File: src/rtl/mpu_load.sv
// Inbound matrix loader: takes a row-major element stream over valid/ready and
// issues one register-file write per element, tagged with its (i, j) location.
module mpu_load #(
   parameter int FP              = 64,
   parameter int MBITS           = 2,
   parameter int NBITS           = 2,
   parameter int MATRIX_REG_SIZE = 3
) (
   input  logic                       clk,
   input  logic                       rst,
   input  logic                       load_req_in,
   input  logic [MATRIX_REG_SIZE-1:0] load_addr_in,
   input  logic [MBITS:0]             mem_m_load_size_in,
   input  logic [NBITS:0]             mem_n_load_size_in,
   input  logic                       mem_load_en_in,
   input  logic [FP-1:0]              mem_load_element_in,
   output logic                       mem_load_ready_out,
   output logic                       reg_load_en_out,
   output logic [FP-1:0]              reg_element_out,
   output logic [MBITS:0]             reg_i_load_loc_out,
   output logic [NBITS:0]             reg_j_load_loc_out,
   output logic [MBITS:0]             reg_m_load_size_out,
   output logic [NBITS:0]             reg_n_load_size_out,
   output logic [MATRIX_REG_SIZE-1:0] reg_load_addr_out,
   output logic                       reg_load_complete_out,
   output logic                       load_busy_out,
   output logic                       load_error_out
);

   typedef enum logic {LOAD_IDLE, LOAD_MATRIX} state_t;

   localparam logic [MBITS:0] ROW_ONE = 1;
   localparam logic [NBITS:0] COL_ONE = 1;

   state_t                       state_q, state_d;
   logic [MBITS:0]               mSize_q, mSize_d;
   logic [NBITS:0]               nSize_q, nSize_d;
   logic [MATRIX_REG_SIZE-1:0]   addr_q, addr_d;
   logic [MBITS:0]               rowPtr_q, rowPtr_d;
   logic [NBITS:0]               colPtr_q, colPtr_d;
   logic                         regEn_q, regEn_d;
   logic [FP-1:0]                element_q, element_d;
   logic [MBITS:0]               iLoc_q, iLoc_d;
   logic [NBITS:0]               jLoc_q, jLoc_d;
   logic                         complete_q, complete_d;
   logic                         error_q, error_d;
   logic                         transfer;
   logic                         lastCol;
   logic                         lastElem;

   assign transfer = (state_q == LOAD_MATRIX) && mem_load_en_in;
   assign lastCol  = (colPtr_q == nSize_q - COL_ONE);
   assign lastElem = lastCol && (rowPtr_q == mSize_q - ROW_ONE);

   // Write-side registers hold their last values; only the strobes fall back to 0.
   always_comb begin
      state_d    = state_q;
      mSize_d    = mSize_q;
      nSize_d    = nSize_q;
      addr_d     = addr_q;
      rowPtr_d   = rowPtr_q;
      colPtr_d   = colPtr_q;
      regEn_d    = 1'b0;
      element_d  = element_q;
      iLoc_d     = iLoc_q;
      jLoc_d     = jLoc_q;
      complete_d = 1'b0;
      error_d    = 1'b0;
      case (state_q)
         LOAD_IDLE: begin
            if (load_req_in) begin
               if (mem_m_load_size_in == '0 || mem_n_load_size_in == '0) begin
                  error_d = 1'b1;
               end else begin
                  mSize_d  = mem_m_load_size_in;
                  nSize_d  = mem_n_load_size_in;
                  addr_d   = load_addr_in;
                  rowPtr_d = '0;
                  colPtr_d = '0;
                  state_d  = LOAD_MATRIX;
               end
            end
         end
         LOAD_MATRIX: begin
            if (transfer) begin
               regEn_d    = 1'b1;
               element_d  = mem_load_element_in;
               iLoc_d     = rowPtr_q;
               jLoc_d     = colPtr_q;
               complete_d = lastElem;
               if (lastCol) begin
                  colPtr_d = '0;
                  rowPtr_d = rowPtr_q + ROW_ONE;
               end else begin
                  colPtr_d = colPtr_q + COL_ONE;
               end
               if (lastElem) begin
                  state_d = LOAD_IDLE;
               end
            end
         end
         default: state_d = LOAD_IDLE;
      endcase
   end

   always_ff @(posedge clk) begin
      if (rst) begin
         state_q    <= LOAD_IDLE;
         mSize_q    <= '0;
         nSize_q    <= '0;
         addr_q     <= '0;
         rowPtr_q   <= '0;
         colPtr_q   <= '0;
         regEn_q    <= 1'b0;
         element_q  <= '0;
         iLoc_q     <= '0;
         jLoc_q     <= '0;
         complete_q <= 1'b0;
         error_q    <= 1'b0;
      end else begin
         state_q    <= state_d;
         mSize_q    <= mSize_d;
         nSize_q    <= nSize_d;
         addr_q     <= addr_d;
         rowPtr_q   <= rowPtr_d;
         colPtr_q   <= colPtr_d;
         regEn_q    <= regEn_d;
         element_q  <= element_d;
         iLoc_q     <= iLoc_d;
         jLoc_q     <= jLoc_d;
         complete_q <= complete_d;
         error_q    <= error_d;
      end
   end

   assign mem_load_ready_out    = (state_q == LOAD_MATRIX);
   assign load_busy_out         = (state_q == LOAD_MATRIX);
   assign reg_load_en_out       = regEn_q;
   assign reg_element_out       = element_q;
   assign reg_i_load_loc_out    = iLoc_q;
   assign reg_j_load_loc_out    = jLoc_q;
   assign reg_m_load_size_out   = mSize_q;
   assign reg_n_load_size_out   = nSize_q;
   assign reg_load_addr_out     = addr_q;
   assign reg_load_complete_out = complete_q;
   assign load_error_out        = error_q;

endmodule

File: config.mk
export PLATFORM = sky130hd
export DESIGN_NAME = mpu_load
export DESIGN_NICKNAME = d
export VERILOG_FILES = /design/src/rtl/mpu_load.sv
export SDC_FILE = /design/constraint.sdc
export NUM_CORES = 1
export LEC_CHECK = 0
export CAP_MARGIN = 40
export CELL_PAD_IN_SITES_DETAIL_PLACEMENT = 1
export CELL_PAD_IN_SITES_GLOBAL_PLACEMENT = 1
export CORE_MARGIN = 2
export CORE_UTILIZATION = 30
export DETAILED_ROUTE_END_ITERATION = 7
export MAX_ROUTING_LAYER = met4
export PLACE_DENSITY_LB_ADDON = 0.1
export REMOVE_ABC_BUFFERS = 1
export SLEW_MARGIN = 20
export SYNTH_ARGS = -nofsm -noshare
export SYNTH_HDL_FRONTEND = slang
export SYNTH_SLANG_ARGS = --single-unit
File: constraint.sdc
create_clock -name clk -period 3.44 [get_ports clk]
set_clock_uncertainty 0.05 [all_clocks]
set_input_delay 1.032 -clock clk [delete_from_list [all_inputs] [get_ports clk]]
set_output_delay 1.032 -clock clk [all_outputs]
set_load 0.01 [all_outputs]
Word level (Yosys, flattened, before mapping) --
Cells that the tools add are included.
Storage, ports and cells: flip-flop bits (word level) 89, output and inout bits 84, logic and storage cells 53
Operators by class: $add $sub $neg 4, equal/unequal tests 6, multiplexer cells 15, bitwise logic cells 4, reduce and logical (&&, ||, !) cells 12
Operator list (count):
- 2-to-1 mux 3 bit | 6
- case mux 3 bit (2 select lines) | 2
- adder 3 x 1 -> 3 bit (second input constant) | 2
- equality test 3 bit | 2
- logical NOT 3 bit | 2
- 2-to-1 mux 1 bit | 6
- AND reduction 3 bit | 2
- OR reduction 3 bit | 2
- subtractor 3 x 1 -> 3 bit (second input constant) | 2
- != test 2 x 1 -> 1 bit (second input constant) | 2
- != test 2 bit (second input constant) | 2
- inverter 1 bit | 4
- AND reduction 4 bit | 1
- logical AND 1 bit | 2
- case mux 1 bit (2 select lines) | 1
- AND reduction 2 bit | 1
- OR reduction 2 bit | 1
- logical OR 1 bit | 1

Longest topological paths before layout --
Gate-level depths: netlist of run 1.
depth in word-level cells 6, depth in mapped cells 6

Least setup slack after synthesis of run 1 --
Ideal clock, no wire load.
path type input to register, start point in mem_n_load_size_in[2], end point reg addr_q[0] (netlist: reg_load_addr_out[0]), setup time 0.128 ns, arrival 1.984 ns, path slack 1.278 ns, stages 5, path buffers 1, path through or3_1 and3_1 buf_2 mux2i_1 nor2_1
Between the ends: longest elaborated chain between the ends 4
RTL lines:
- start, declared | RTL line 14 | input logic [NBITS:0] mem_n_load_size_in,
- logical NOT 3 bit | RTL line 72 | if (mem_m_load_size_in == '0 || mem_n_load_size_in == '0) begin
- logical OR 1 bit | RTL line 72
- inverter 1 bit (no line)
- AND reduction 3 bit (no line)
- end signal, assigned | RTL line 124 | addr_q <= addr_d;
- end, declared | RTL line 38 | logic [MATRIX_REG_SIZE-1:0] addr_q, addr_d;
Every way passes these cells. A chain may end at the register's enable or synchronous reset.

Worst setup path after layout of run 1 --
start point reg state_q (netlist: load_busy_out), end point out load_busy_out
RTL lines:
- start, declared | RTL line 35 | state_t state_q, state_d;
- start signal, assigned | RTL line 121 | state_q <= state_d;
- end, declared | RTL line 26 | output logic load_busy_out,
No word-level cell between the ends.

==> impl_metrics.ini, run 1 <==
[outcome]
status = finished clean

[placed_design]
hpwl_mm = 7.41
routabilityCongestion = 0.746
placed_area_um2 = 5040
port_buffers = 160
dp.cells = 684

[power]
powerDensity_nw_per_um2 = 397
p_leak_nw = 1.80
ir_worst_vdd_v = 0.000159

[yosys]
async_flop_share = 0
yosys_warnings = 0
syn-cell-area_um2 = 3330
synth_top_flop_cell = dfxtp_1
yosysUniqueCellTypes = 39
ys_ff_latch = 89
netlist_instances = 404
synth_edf_count = 0
yosysSeqAreaShare = 0.535
avgSynthCellArea_um2 = 8.25

[cts]
cts_buffer_depth = 2
cts-root-buf = clkbuf_8
htree_levels = 3
clock_latency_ns = 0.35
cts_buffers = 9
clock-sinks = 89
clkTransAtPathRegs_ns = 0.08
cts_tree = done
hold_buffers = 0
ctsResizeCount = 0
post_cts_buffers = 0

[die]
row_count = 38
die_h_um = 109
die_w_um = 109
core_area_um2 = 10800
die_area_um2 = 12000
ios = 161
start_util = 0.307

[detailed_routing]
via_count = 3237
routed_wl_mm = 10.2
drc_errors = 0
ant_nets = 0
wl_per_cell_um = 14.7
viasPerCell = 4.64
first_iter_violations = 109
first_pass_iters = 4

[timing]
whs_ns = 0.405
maxSlewViolCount = 0
relSlewSlack = 0.608
fin_tns_setup_ns = 0
rsz0062_at_grt = false
hold_violations = 0
min_period_ns = 2.59
setup_viol = 0
finalCritPeriodShare = 0.753
fmaxAchievable_ghz = 0.386
tightest_slew_ns = 0.588

[critical_path]
end_kind = output port
crit_path_top_delay_cell = clkdlybuf4s50_1
critical_path_arrival_ns = 1.51
startpoint = load_busy_out
critPathKind = reg -> out
crit_required_ns = 2.36
worst-path-max-fanout = 10
start_kind = flip-flop
cp.buffers_inverters = 1
max_stage_delay_ns = 0.61
r2r-start = reg_n_load_size_out[0]
crit_chain = clkdlybuf4s50_1
critical-path-top-delay-family = buffers and inverters

[global_routing]
grt_pass1_vias = 3270
grt_pass1_wl_mm = 15.8
grt_remaining_overflow = 0
grt_max_degree = 50
grt_use_total = 0.174
antenna_found_initial = 0

[layout]
nets = 636
fin_util = 0.480
fillCellCount = 1305
final_cell_area_um2 = 5210
finalNonFillerCells = 698
area_growth_pct = 56.2
num_antenna_cells = 0
layout-drive-gt1-share = 0.0466

[hold_path]
hp-class = reg -> reg
min_from = reg_element_out[45]

[flow_run]
max_cap_viol_count = 0
==> stage by stage <==
step	power [W]	setup WS (ns)
floorplan	0.00123	0.631
global placement	0.00145	0.680
detailed placement	0.00146	0.648
CTS	0.00210	0.839
global route	0.00218	0.775
finish	0.00207	0.851
==> flip-flops by register name, indices dropped and copies added (netlist names) <==
| signal | flops |
|---|---|
| load_busy_out | 1 |
| reg_load_addr_out | 3 |
| load_error_out | 1 |
| reg_m_load_size_out | 3 |
| reg_j_load_loc_out | 3 |
| reg_n_load_size_out | 3 |
| reg_i_load_loc_out | 3 |
| rowPtr_q | 3 |
| reg_element_out | 64 |
| reg_load_en_out | 1 |
| colPtr_q | 3 |
| reg_load_complete_out | 1 |
==> cell usage in the layout (no fill, tap or decap), drive strengths merged, types with 2 or more instances in the layout <==
| cell | Yosys | routed |
|---|---|---|
| a311oi | 2 | 2 |
| clkbuf | 17 | 14 |
| a21oi | 76 | 76 |
| or3 | 3 | 3 |
| ha | 4 | 4 |
| xor2 | 2 | 2 |
| mux2i | 5 | 5 |
| buf | 11 | 9 |
| xnor2 | 4 | 4 |
| nand2 | 150 | 150 |
| nor2 | 10 | 10 |
| dfxtp | 89 | 89 |
| clkdlybuf4s50 | 0 | 159 |
| inv | 6 | 6 |
| nand3 | 3 | 3 |
| and2 | 2 | 2 |
| nand3b | 2 | 2 |
==> final timing paths <==
| path | endpoint | slack (ns) | cells past startpoint |
|---|---|---|---|
| hold / removal | reg_element_out[45] | 0.41 | 2 |
| hold reg to reg | reg_element_out[45] | 0.41 | 2 |
| setup / recovery | load_busy_out | 0.85 | 1 |
| setup reg to reg | load_busy_out | 1.56 | 6 |
==> synth_stat cells, types with 3 or more instances <==
master	n	share of area
buf_2	9	0.014
xnor2_1	4	0.011
mux2i_1	5	0.015
dfxtp_1	89	0.53
clkbuf_1	15	0.017
inv_1	6	0.0068
or3_1	3	0.0056
ha_1	4	0.015
nand2_1	149	0.17
a21oi_1	76	0.11
nor2_1	10	0.011
==> cells by family (layout without fill, tap and decap cells) <==
logic type                 after synthesis  in the layout  synth area share
and+or+nand+nor                        178            178             0.223
DFF                                     89             89             0.535
AOI/OAI and AO/OA                       87             87             0.139
buffers and inverters                   34            188            0.0511
xor gates and xnor gates                 7              7            0.0229
muxes                                    5              5            0.0150
adders and majority gates                4              4            0.0150
==> per-layer routing <==
layer  vias to the layer above  share of wire  global-route usage
met5                         -              0                   -
met4                         0          0.018              0.0732
met3                        17          0.071              0.0373
met2                       110           0.46               0.274
met1                      1494           0.45               0.216
li1                       1616              -                   -
==> where the power goes <==
part,leakage [nW],switching [W],internal [W]
Sequential,0.723,0.0000244,0.00107
Clock,0.0826,0.000338,0.000296
Combinational,0.999,0.000149,0.000190
Total,1.80,0.000511,0.00156
==> area by class of cell <==
cell class | instances | area (um^2) | area share
clock buffer | 14 | 163 | 0.0312
inverter | 6 | 22.5 | 0.00433
multi-input combinational | 281 | 1380 | 0.266
sequential | 89 | 1780 | 0.342
tap | 140 | 175 | 0.0336
timing repair buffer | 168 | 1680 | 0.323
Power figures use the tool's default switching activity.
==> inputs of run 2 (changes only) <==
--- a/config.mk
+++ b/config.mk
@@ -9,7 +9,7 @@
 export CELL_PAD_IN_SITES_DETAIL_PLACEMENT = 1
 export CELL_PAD_IN_SITES_GLOBAL_PLACEMENT = 1
 export CORE_MARGIN = 2
-export CORE_UTILIZATION = 30
+export CORE_UTILIZATION = 25
 export DETAILED_ROUTE_END_ITERATION = 7
 export MAX_ROUTING_LAYER = met4
 export PLACE_DENSITY_LB_ADDON = 0.1
==> constraint.sdc (replaced) <==
create_clock -name clk -period 2.3 [get_ports clk]
set_clock_uncertainty 0.05 [all_clocks]
set_input_delay 0.69 -clock clk [delete_from_list [all_inputs] [get_ports clk]]
set_output_delay 0.69 -clock clk [all_outputs]
set_load 0.01 [all_outputs]
==> run 2 against run 1 <==
Net effect:
- die area grew 19%
- critical path depth is the same
- sequential power grew 50%
- count of clock-buffer cells in the layout shrank 3
- via count grew 1.4%
- total power grew 82%
- cell area grew 4.4%
- setup slack lost 0.59 ns
- global-route usage shrank 1.9 points
==> impl_metrics.ini, run 2 (synthesis results as in run 1) <==
[outcome]
status = finished clean

[timing]
rsz0062_at_grt = false
whs_ns = 0.404
setup_viol = 0
tightest_slew_ns = 0.504
maxSlewViolCount = 0
relSlewSlack = 0.664
setup_ws_ns = 0.257
finalCritPeriodShare = 0.888
min_period_ns = 2.04
hold_violations = 0
fmaxAchievable_ghz = 0.490

[layout]
area_growth_pct = 63.1
largest_reg_flops = 64
layout-drive-gt1-share = 0.0569
nets = 638
final_common_cell = clkdlybuf4s50_1
fin_util = 0.414
final_cell_area_um2 = 5440
num_antenna_cells = 0
layout_common_cells = 159 x clkdlybuf4s50_1, 149 x nand2_1, 89 x dfxtp_1

[cts]
ctsResizeCount = 0
clock-sinks = 89
htree_levels = 3
hold_buffers = 0
clkTransAtPathRegs_ns = 0.06
cts_buffer_depth = 2
post_cts_buffers = 0
cts_buffers = 9
cts_tree = done
cts-root-buf = clkbuf_16
clock_latency_ns = 0.34

[global_routing]
grt_remaining_overflow = 0
grt_max_degree = 54
grt_pass1_vias = 3377
grt_pass1_wl_mm = 16.8
antenna_found_initial = 0
grt_use_total = 0.154

[critical_path]
crit_required_ns = 1.56
critical_path_arrival_ns = 1.30
critical-path-top-delay-family = buffers and inverters
max_stage_delay_ns = 0.56
worst-path-max-fanout = 4
start_kind = flip-flop
critPathKind = reg -> out
end_kind = output port
crit_chain = clkdlybuf4s50_1
crit_path_top_delay_cell = clkdlybuf4s50_1
cp.buffers_inverters = 1

[die]
die_h_um = 119
die_area_um2 = 14300
core_area_um2 = 13100
die_w_um = 119
start_util = 0.254
row_count = 42
ios = 161

[detailed_routing]
routed_wl_mm = 10.7
first_iter_violations = 130
drc_errors = 0
viasPerCell = 4.45
via_count = 3282
ant_nets = 0
first_pass_iters = 4
wl_per_cell_um = 14.5

[power]
powerDensity_nw_per_um2 = 691
total_power_w = 0.00376
p_leak_nw = 1.90
ir_worst_vdd_v = 0.000325

[placed_design]
routabilityCongestion = 0.759
placed_area_um2 = 5120
hpwl_mm = 7.38
port_buffers = 160
pre_cts_slack_ns = -0.0495

[hold_path]
hp-class = reg -> reg

[flow_run]
max_cap_viol_count = 0
==> run 2: changes by cell type in the layout (fill, tap and decap cells not counted) <==
| cell | change |
|---|---|
| buf_12 | +1 |
| buf_4 | +1 |
| bufinv_16 | +2 |
| clkbuf_1 | -2 |
| clkbuf_16 | +9 |
| clkbuf_8 | -10 |
| clkinv_2 | +2 |
| clkinv_4 | +1 |
==> run 2: final cells by class <==
cell class	count	area, um^2
tap	176	220
fill	1541	7700
multi-input combinational	281	1380
sequential	89	1780
inverter	6	22.5
clock buffer	11	243
clock inverter	5	78.8
timing repair buffer	170	1710
==> run 2: per-layer routing <==
| metal | up-vias | wire (um) | track usage |
|---|---|---|---|
| met5 | - | 0 | - |
| met1 | 1553 | 4960 | 0.180 |
| li1 | 1624 | - | - |
| met3 | 14 | 488 | 0.0345 |
| met4 | 0 | 242 | 0.0735 |
| met2 | 91 | 5000 | 0.253 |
==> run 2: metrics by stage <==
stage | setup TNS (ns) | std cells
5_1_grt | 0 | 738
2_1_floorplan | -0.477 | 376
6_report | 0 | 738
3_3_place_gp | -0.122 | 722
3_5_place_dp | -0.261 | 722
4_1_cts | 0 | 738
==> run 2: final timing paths <==
| check | cells past startpoint | endpoint | start | slack (ns) |
|---|---|---|---|---|
| max | 1 | reg_m_load_size_out[0] | reg_m_load_size_out[0] | 0.26 |
| min | 2 | reg_element_out[17] | reg_element_out[17] | 0.40 |
| max reg2reg | 6 | load_busy_out | reg_n_load_size_out[0] | 0.37 |
| min reg2reg | 2 | reg_element_out[17] | reg_element_out[17] | 0.40 |
==> run 2: worst min-delay path, stage by stage (launching register included) <==
cell and delay (ns):
dfxtp_1 0.31, nand2_1 0.05, a21oi_1 0.05
==> run 2: power breakdown <==
group          switching, W  total, W  internal [W]
clock              0.000624   0.00160      0.000981
combinational      0.000228  0.000518      0.000290
sequential        0.0000325   0.00163       0.00160
==> inputs of run 3 (changes only) <==
--- a/config.mk
+++ b/config.mk
@@ -6,13 +6,11 @@
 export NUM_CORES = 1
 export LEC_CHECK = 0
 export CAP_MARGIN = 40
-export CELL_PAD_IN_SITES_DETAIL_PLACEMENT = 1
-export CELL_PAD_IN_SITES_GLOBAL_PLACEMENT = 1
 export CORE_MARGIN = 2
-export CORE_UTILIZATION = 25
+export CORE_UTILIZATION = 36
 export DETAILED_ROUTE_END_ITERATION = 7
 export MAX_ROUTING_LAYER = met4
-export PLACE_DENSITY_LB_ADDON = 0.1
+export PLACE_DENSITY = 0.75
 export REMOVE_ABC_BUFFERS = 1
 export SLEW_MARGIN = 20
 export SYNTH_ARGS = -nofsm -noshare
==> run 3 against run 2 <==
Net effect:
- sequential power about the same
- non-clock buffer count unchanged
- global-route usage grew 3.1 points
- combinational power barely moved
- via count fell by 1.2%
==> impl_metrics.ini, run 3 (synthesis results as in run 1) <==
[outcome]
status = finished clean

[layout]
finalNonFillerCells = 673
num_antenna_cells = 0
layout_common_cells = 159 x clkdlybuf4s50_1, 149 x nand2_1, 89 x dfxtp_1
layout-drive-gt1-share = 0.0569
largest_reg_flops = 64
area_growth_pct = 57.3
final_cell_area_um2 = 5240
nets = 638
fillCellCount = 845
final_common_cell = clkdlybuf4s50_1

[cts]
cts_tree = done
cts_buffer_depth = 2
clock_latency_ns = 0.35
cts_buffers = 9
htree_levels = 3
hold_buffers = 0
clock-sinks = 89
cts-root-buf = clkbuf_8
clkTransAtPathRegs_ns = 0.09
ctsResizeCount = 0
post_cts_buffers = 0

[critical_path]
max_stage_delay_ns = 0.58
cp.buffers_inverters = 1
start_kind = flip-flop
crit_required_ns = 1.56
worst-path-max-fanout = 4
critical-path-top-delay-family = buffers and inverters
crit_path_top_delay_cell = clkdlybuf4s50_1
critPathKind = reg -> out
end_kind = output port
critical_path_arrival_ns = 1.33
crit_chain = clkdlybuf4s50_1

[placed_design]
routabilityCongestion = 0.773
dp.cells = 657
port_buffers = 160
placed_area_um2 = 5050
hpwl_mm = 6.55

[die]
start_util = 0.366
die_h_um = 100
core_area_um2 = 9110
die_area_um2 = 10000
row_count = 35
die_w_um = 100
ios = 161

[timing]
finalCritPeriodShare = 0.898
fmaxAchievable_ghz = 0.484
tightest_slew_ns = 0.471
fin_tns_setup_ns = 0
maxSlewViolCount = 0
min_period_ns = 2.07
rsz0062_at_grt = false
whs_ns = 0.407
setup_viol = 0
relSlewSlack = 0.686
hold_violations = 0

[global_routing]
grt_max_degree = 91
antenna_found_initial = 0
grt_pass1_vias = 3069
grt_remaining_overflow = 0
grt_use_total = 0.185
grt_pass1_wl_mm = 14.6

[power]
p_leak_nw = 1.83
ir_worst_vdd_v = 0.000450
powerDensity_nw_per_um2 = 612

[detailed_routing]
viasPerCell = 4.82
via_count = 3244
first_pass_iters = 4
wl_per_cell_um = 13.9
routed_wl_mm = 9.34
first_iter_violations = 124
drc_errors = 0
ant_nets = 0

[flow_run]
max_cap_viol_count = 0

[hold_path]
hp-class = reg -> reg
[run 3: cell types whose count changed in the layout (fill, tap and decap cells not counted), sizes merged]
cell      previous run  this run
inv                  6         7
clkinv               3         2
bufinv               2         1
clkinvlp             0         2
clkbuf              11        10
[run 3: layout make-up]
cell class,instances,area [um^2],share of cell area
flip-flops and latches,89,1780,0.340
repair buffers,170,1720,0.328
multi-input cells,281,1380,0.264
well taps,111,139,0.0265
clock buffers,10,128,0.0243
clock inverters,6,67.6,0.0129
inverters,6,22.5,0.00430
[run 3: power by group]
| group | internal, W | total (W) | switching (W) |
|---|---|---|---|
| combinational | 0.000293 | 0.000516 | 0.000223 |
| clock | 0.000507 | 0.00106 | 0.000553 |
| sequential | 0.00160 | 0.00163 | 0.0000342 |
[run 3: path summary, 6_finish.rpt]
check                         startpoint  slack [ns]  cells past startpoint                      to
hold / removal       reg_element_out[63]        0.41                      2     reg_element_out[63]
hold reg to reg      reg_element_out[63]        0.41                      2     reg_element_out[63]
setup reg to reg  reg_n_load_size_out[0]        0.38                      6           load_busy_out
setup / recovery  reg_n_load_size_out[0]        0.23                      1  reg_n_load_size_out[0]
[run 3: routing by layer]
layer | global-route usage | share of wire | wire [um]
met5 | - | 0 | 0
met4 | 0.0580 | 0.022 | 208
met3 | 0.0494 | 0.066 | 616
met2 | 0.310 | 0.49 | 4570
met1 | 0.217 | 0.42 | 3940
[run 3: metrics by stage]
| step | total power [W] | util | setup slack [ns] |
|---|---|---|---|
| global placement | 0.00217 | 0.554 | -0.00763 |
| detailed placement | 0.00219 | 0.554 | -0.0448 |
| finish | 0.00321 | 0.576 | 0.234 |
| CTS | 0.00326 | 0.576 | 0.211 |
| floorplan | 0.00184 | - | -0.167 |
| global route | 0.00337 | 0.576 | 0.161 |
[run 3: worst register-to-register path, delay by kind of cell (launching register included)]
family | cells | cell delay [ns]
simple gates | 2 | 0.56
flops | 1 | 0.40
fa+ha+maj | 1 | 0.31
xor+xnor | 1 | 0.26
compound gates | 1 | 0.14
buf+inv | 1 | 0.07
